$ cat src/rtl/mem_access_unit.sv
// rtl/mem_access_unit.sv - RISC-V load/store unit in front of a word-wide data memory
// Optional feature: define MEM_ACCESS_MISALIGN_EN to reject misaligned halfword/word accesses.
module mem_access_unit #(
  parameter int DATA_WIDTH           = 32,
  parameter int MEMORY_ADDRESS_WIDTH = 10,
  parameter int ADDR_WIDTH           = MEMORY_ADDRESS_WIDTH + 2
) (
  input  logic                  clk,
  input  logic                  rst,
  input  logic                  req_valid,
  output logic                  req_ready,
  input  logic                  req_write,
  input  logic [2:0]            req_funct3,
  input  logic [ADDR_WIDTH-1:0] req_addr,
  input  logic [DATA_WIDTH-1:0] req_wdata,
  output logic                  resp_valid,
  output logic [DATA_WIDTH-1:0] resp_rdata,
  output logic                  resp_error,
  output logic [ADDR_WIDTH-1:0] mem_address,
  output logic                  mem_write_en,
  output logic [DATA_WIDTH-1:0] mem_write_data,
  input  logic [DATA_WIDTH-1:0] mem_read_data
);

  typedef enum logic [1:0] {IDLE, RD, WR, DONE} state_t;
  state_t state, state_next;

  logic        wr_q;
  logic [2:0]  f3_q;
  logic [1:0]  lane_q;
  logic [15:0] wdata_q;
  logic        misaligned;
  logic        req_err;

`ifdef MEM_ACCESS_MISALIGN_EN
  assign misaligned = (req_funct3[1:0] == 2'b01 && req_addr[0]) ||
                      (req_funct3[1:0] == 2'b10 && req_addr[1:0] != 2'b00);
`else
  assign misaligned = 1'b0;
`endif

  // Unsupported width codes and unsigned stores never touch memory.
  assign req_err = (req_funct3 == 3'b011) || (req_funct3[2:1] == 2'b11) ||
                   (req_write && req_funct3[2]) || misaligned;

  function automatic logic [DATA_WIDTH-1:0] load_extract(
    input logic [DATA_WIDTH-1:0] word,
    input logic [2:0]            f3,
    input logic [1:0]            lane
  );
    logic [4:0]            amt;
    logic [DATA_WIDTH-1:0] sh;
    logic [DATA_WIDTH-1:0] res;
    amt = f3[0] ? {lane[1], 4'b0000} : {lane, 3'b000};
    sh  = word >> amt;
    case (f3[1:0])
      2'b00:   res = {{(DATA_WIDTH-8){~f3[2] & sh[7]}}, sh[7:0]};
      2'b01:   res = {{(DATA_WIDTH-16){~f3[2] & sh[15]}}, sh[15:0]};
      default: res = word;
    endcase
    return res;
  endfunction

  function automatic logic [DATA_WIDTH-1:0] store_merge(
    input logic [DATA_WIDTH-1:0] word,
    input logic [15:0]           wd,
    input logic                  half,
    input logic [1:0]            lane
  );
    logic [4:0]            amt;
    logic [DATA_WIDTH-1:0] mask;
    logic [DATA_WIDTH-1:0] ins;
    if (half) begin
      amt  = {lane[1], 4'b0000};
      mask = DATA_WIDTH'(16'hFFFF) << amt;
      ins  = DATA_WIDTH'(wd) << amt;
    end else begin
      amt  = {lane, 3'b000};
      mask = DATA_WIDTH'(8'hFF) << amt;
      ins  = DATA_WIDTH'(wd[7:0]) << amt;
    end
    return (word & ~mask) | ins;
  endfunction

  always_ff @(posedge clk or negedge rst) begin
    if (!rst) state <= IDLE;
    else      state <= state_next;
  end

  always_comb begin
    state_next   = state;
    req_ready    = 1'b0;
    resp_valid   = 1'b0;
    mem_write_en = 1'b0;
    case (state)
      IDLE: begin
        req_ready = 1'b1;
        if (req_valid) begin
          if (req_err)                                state_next = DONE;
          else if (req_write && req_funct3 == 3'b010) state_next = WR;
          else                                        state_next = RD;
        end
      end
      RD: state_next = wr_q ? WR : DONE;
      WR: begin
        mem_write_en = 1'b1;
        state_next   = DONE;
      end
      DONE: begin
        resp_valid = 1'b1;
        state_next = IDLE;
      end
      default: state_next = IDLE;
    endcase
  end

  // Response registers change only on the edge entering DONE so they hold between responses.
  always_ff @(posedge clk or negedge rst) begin
    if (!rst) begin
      wr_q           <= 1'b0;
      f3_q           <= 3'b000;
      lane_q         <= 2'b00;
      wdata_q        <= '0;
      resp_rdata     <= '0;
      resp_error     <= 1'b0;
      mem_address    <= '0;
      mem_write_data <= '0;
    end else begin
      case (state)
        IDLE: begin
          if (req_valid) begin
            wr_q    <= req_write;
            f3_q    <= req_funct3;
            lane_q  <= req_addr[1:0];
            wdata_q <= req_wdata[15:0];
            if (req_err) begin
              resp_rdata <= '0;
              resp_error <= 1'b1;
            end else begin
              mem_address <= {req_addr[ADDR_WIDTH-1:2], 2'b00};
              if (req_write) mem_write_data <= req_wdata;
            end
          end
        end
        RD: begin
          if (wr_q) begin
            mem_write_data <= store_merge(mem_read_data, wdata_q, f3_q[0], lane_q);
          end else begin
            resp_rdata <= load_extract(mem_read_data, f3_q, lane_q);
            resp_error <= 1'b0;
          end
        end
        WR: begin
          resp_rdata <= '0;
          resp_error <= 1'b0;
        end
        default: ;
      endcase
    end
  end

endmodule

$ cat config.mk
export PLATFORM = sky130hd
export DESIGN_NAME = mem_access_unit
export DESIGN_NICKNAME = d
export VERILOG_FILES = /design/src/rtl/mem_access_unit.sv
export SDC_FILE = /design/constraint.sdc
export NUM_CORES = 1
export LEC_CHECK = 0
export CORE_UTILIZATION = 48
export CTS_CLUSTER_SIZE = 30
export DETAILED_ROUTE_END_ITERATION = 6
export PLACE_DENSITY_LB_ADDON = 0.05
export SYNTH_ARGS = -nofsm -noshare
export SYNTH_HDL_FRONTEND = slang
export SYNTH_SLANG_ARGS = --single-unit
$ cat constraint.sdc
create_clock -name clk -period 2.15 [get_ports clk]
set_clock_uncertainty 0.05 [all_clocks]
set_input_delay 0.3225 -clock clk [delete_from_list [all_inputs] [get_ports clk]]
set_output_delay 0.3225 -clock clk [all_outputs]
set_load 0.1 [all_outputs]
# == After elaboration in Yosys (flattened, before gate mapping) ==
# Cells that the tools add are included.
# op_classes
bitwise,7
n_reduce_logical,12
shift,5
muxes,29
n_eq_ne,13
# ops
cell,count
32-bit 2-to-1 mux,13
32-bit one-hot mux with 2 select lines,2
32-bit one-hot mux with 3 select lines,1
32-bit AND,1
32-bit inverter,1
32-bit OR,1
16-bit by 5-bit left shift with 32-bit output,1
16-bit by 5-bit left shift with 32-bit output (first input constant),1
8-bit by 5-bit left shift with 32-bit output,1
8-bit by 5-bit left shift with 32-bit output (first input constant),1
32-bit by 5-bit right shift with 16-bit output,1
2-bit != test (second input constant),6
2-bit one-hot mux with 4 select lines,1
1-bit 2-to-1 mux,7
2-bit == test (second input constant),3
3-bit by 2-bit == test with 1-bit output (second input constant),2
2-bit 2-to-1 mux,3
5-bit AND reduction,1
2-bit by 1-bit == test with 1-bit output (second input constant),2
2-bit zero test,2
4-bit 2-to-1 mux,1
4-bit AND reduction,1
1-bit one-hot mux with 3 select lines,1
3-bit AND reduction,1
other kinds (7),11
# word_totals
output_inout_bits,80
input_bits,83
register_bits,99
elab_cells,75

# == Depth between registers and ports, before layout ==
# depth
depth_word,9
ltp_mapped,10
depth_no_buf,6

# == Worst setup path after synthesis ==
# Ideal clock, no wire load.
# synth_timing
kind,register to register
startpoint,register state[0]
endpoint,register resp_rdata[16]
path_buffers,1
t_required_ns,1.978
arrival_time_ns,2.596
path_stages_with_launch,8
setup_slack_ns,-0.618
cell_sequence,dfrtp_1 inv_1 ha_1 nand2_2 o32ai_2 nand2_2 buf_6 a22o_1
# synth_between
elab_chain_len,3
# synth_lines
element,line_no,rtl
start: declaration,26,"state_t state, state_next;"
start signal: assignment,87,else state <= state_next;
2-bit by 1-bit == test with 1-bit output (tied with other cells),129,case (state)
2-bit != test (no line) / 3-bit nonzero test (equally long branches),n/a,
4-bit AND reduction (no line),n/a,
end signal: assignment,149,"resp_rdata <= load_extract(mem_read_data, f3_q, lane_q);"
end: declaration,17,"output logic [DATA_WIDTH-1:0] resp_rdata,"
# Parallel ways exist; a longest one is shown, timed or not.
# A chain may end at the register's enable or synchronous reset.

# == Final worst setup path ==
# layout_timing
startpoint,register lane_q[0]
endpoint,register resp_rdata[9]
# layout_between
elab_chain_len,6
# layout_lines
element,line_no,rtl
start: declaration,30,logic [1:0] lane_q;
start signal: assignment,134,lane_q <= req_addr[1:0];
4-bit 2-to-1 mux (*),54,"amt = f3[0] ? {lane[1], 4'b0000} : {lane, 3'b000};"
32-bit by 5-bit right shift with 16-bit output (*),55,sh = word >> amt;
1-bit AND,57,"2'b00: res = {{(DATA_WIDTH-8){~f3[2] & sh[7]}}, sh[7:0]};"
32-bit one-hot mux with 2 select lines (*),56,case (f3[1:0])
32-bit 2-to-1 mux (*),146,if (wr_q) begin
32-bit one-hot mux with 3 select lines (*),129,
# Every way passes the cells marked *; elsewhere a longest branch is shown, timed or not. The select of a mux whose other input is x is not followed.

==> reports/metrics.yaml <==
clock_network:
  htreeDepth: 3
  cts_setup_buffers: 0
  clk_pin_slew_worst_paths_ns: 0.07
  worstSkewPairLatency_ns: 0.34
  clk_path_buf_depth: 2
  postCtsHoldBufs: 0
  cts_resized: 0
  clock-root-buffer: "clkbuf_16"
  numCtsBuffers: 9
  cts.sinks: 99
  cts_tree: "built"
finish:
  nets: 816
  nFillCells: 865
  area_growth_pct: 38.9
  multi_input_area_um2: 2690
  layout.cells.non_filler: 872
  diodes: 0
  register_area_um2: 2480
  drive_above_1_share: 0.247
yosys:
  syn_area_um2: 5430
  ys_seq_area_frac: 0.457
  synth_cells: 567
  synth.distinct_cells: 51
  synth_edf_count: 0
  ys_async_sr_fraction: 1.00
  synth_flop_cell: "dfrtp_1"
  synth-warning-count: 0
  avgSynthCellArea_um2: 9.57
  ys_ff_latch: 99
die:
  die_h_um: 108
  rows: 38
  initial_core_util: 0.496
  io_pins: 163
  die_width_um: 108
  coreArea_um2: 10900
  die_area_um2: 11700
global_routing:
  grt_pass1_vias: 5042
  overflow: 0
  grt.total_usage: 0.296
  grt_pass1_wl_um: 26200
  antenna_found_initial: 0
  grt_start_max_net_pins: 100
detailed_routing:
  initialDrtViolationCount: 372
  via_per_inst: 6.05
  vias: 5275
  ant_nets: 0
  wl_um: 17000
  remaining_drc_errors: 0
  wl_per_cell_um: 19.4
  dr.pass1.iters: 5
critical_path:
  endpoint_kind: "flop"
  cp.arrival_ns: 2.18
  crit_path_max_fanout: 8
  cp.required_ns: 2.33
  critPathKind: "reg -> reg"
  worstSetupStartpointType: "flop"
timing:
  setup_viol: 0
  finalCritPeriodShare: 0.931
  fin_ws_ns: 0.148
  holdWs_ns: -0.0408
  setup_tns_ns: 0
  slew_violations: 0
  rsz0062_at_grt: "yes"
  maxSlewHeadroom: 0.630
  hold_viol_final: 7
  max_freq_mhz: 500
  tightestPinTransition_ns: 0.555
  timing.final.crit_period_ns: 2.00
placement:
  dpl_worst_slack_ns: -0.0533
  gp_congestion: 0.867
  dp_hpwl_um: 12400
  dpl.cell_count: 857
  io_buffers: 160
outcome:
  status: "finished, violations left"
  failed_checks: "negative hold slack"
run:
  cap_violations: 0
hold_path:
  hold_path_class: "in -> async"
## worst paths after layout
path                            slack [ns]                        endpoint  depth (start not counted)                            from
worst max-delay path                  0.15       resp_rdata[9]$_DFFE_PN0P_                          4           lane_q[0]$_DFFE_PN0P_
worst min-delay path                 -0.04      resp_rdata[28]$_DFFE_PN0P_                          2                             rst
worst max register to register        0.15       resp_rdata[9]$_DFFE_PN0P_                          4           lane_q[0]$_DFFE_PN0P_
worst min register to register        0.44  mem_write_data[20]$_DFFE_PN0P_                          2  mem_write_data[20]$_DFFE_PN0P_
max in group asynchronous             1.65  mem_write_data[28]$_DFFE_PN0P_                          2                             rst
min in group clk                      0.44  mem_write_data[20]$_DFFE_PN0P_                          2  mem_write_data[20]$_DFFE_PN0P_
## flip-flops by register name (all words and copies together), names as in the netlist
| register | count |
|---|---|
| f3_q | 3 |
| lane_q | 2 |
| mem_address | 10 |
| mem_write_data | 32 |
| resp_error | 1 |
| resp_rdata | 32 |
| state | 2 |
| wdata_q | 16 |
| wr_q | 1 |
## cell usage after synthesis (12+ instances only)
cell type	instances	share of area
clkbuf_1	27	0.019
inv_1	18	0.012
nor2b_1	12	0.014
nand2_1	51	0.035
or3_1	15	0.017
dfrtp_1	99	0.46
mux2_2	37	0.077
o22ai_1	15	0.017
o21ai_0	59	0.054
a22o_1	34	0.055
buf_2	12	0.011
a21oi_1	36	0.033
nor2_1	30	0.021
## layer usage
metal	track usage	routed length [um]	up-vias	part of all wire
li1	-	-	2391	-
met4	0.126	543	0	0.032
met1	0.396	6970	2569	0.41
met5	0	0	-	0
met2	0.465	7930	275	0.47
met3	0.0651	1510	40	0.089
## stage by stage
step	hold slack [ns]	util	cell area [um^2]
floorplan	-0.0231	-	5450
finish	-0.0408	0.689	7540
detailed placement	0.379	0.655	7160
global route	0.0340	0.689	7540
CTS	0.0137	0.687	7510
global placement	0.372	0.655	7160
## area by class of cell
| class | count | area share |
|---|---|---|
| clock inverter | 5 | 0.0146 |
| multi-input combinational | 401 | 0.356 |
| clock buffer | 10 | 0.0317 |
| sequential | 99 | 0.329 |
| tap | 140 | 0.0232 |
| inverter | 19 | 0.00946 |
| timing repair buffer | 198 | 0.236 |
## placed cells by master (no fill, tap or decap), types with 18 or more instances in the layout
cell,count
buf_4,110
mux2_2,37
a21oi_1,36
a22o_1,34
clkdlybuf4s50_1,81
o21ai_0,59
dfrtp_1,99
inv_1,18
nand2_1,51
nor2_1,30
## logic make-up after synthesis
| logic type | share of synthesized area |
|---|---|
| DFF | 0.457 |
| muxes | 0.0946 |
| adders and majority gates | 0.0115 |
| AOI/OAI and AO/OA | 0.244 |
| and+or+nand+nor | 0.135 |
| buffers and inverters | 0.0574 |
| other | 0.000691 |
## critical path, stage by stage, from the launching register on
cell     delay [ns]
dfrtp_1        0.52
mux4_2         0.61
a21oi_4        0.27
o21ai_0        0.16
a32o_1         0.28
Power is not shown: default switching activity piles up to over one toggle a cycle in this logic, so the estimate is an artifact.
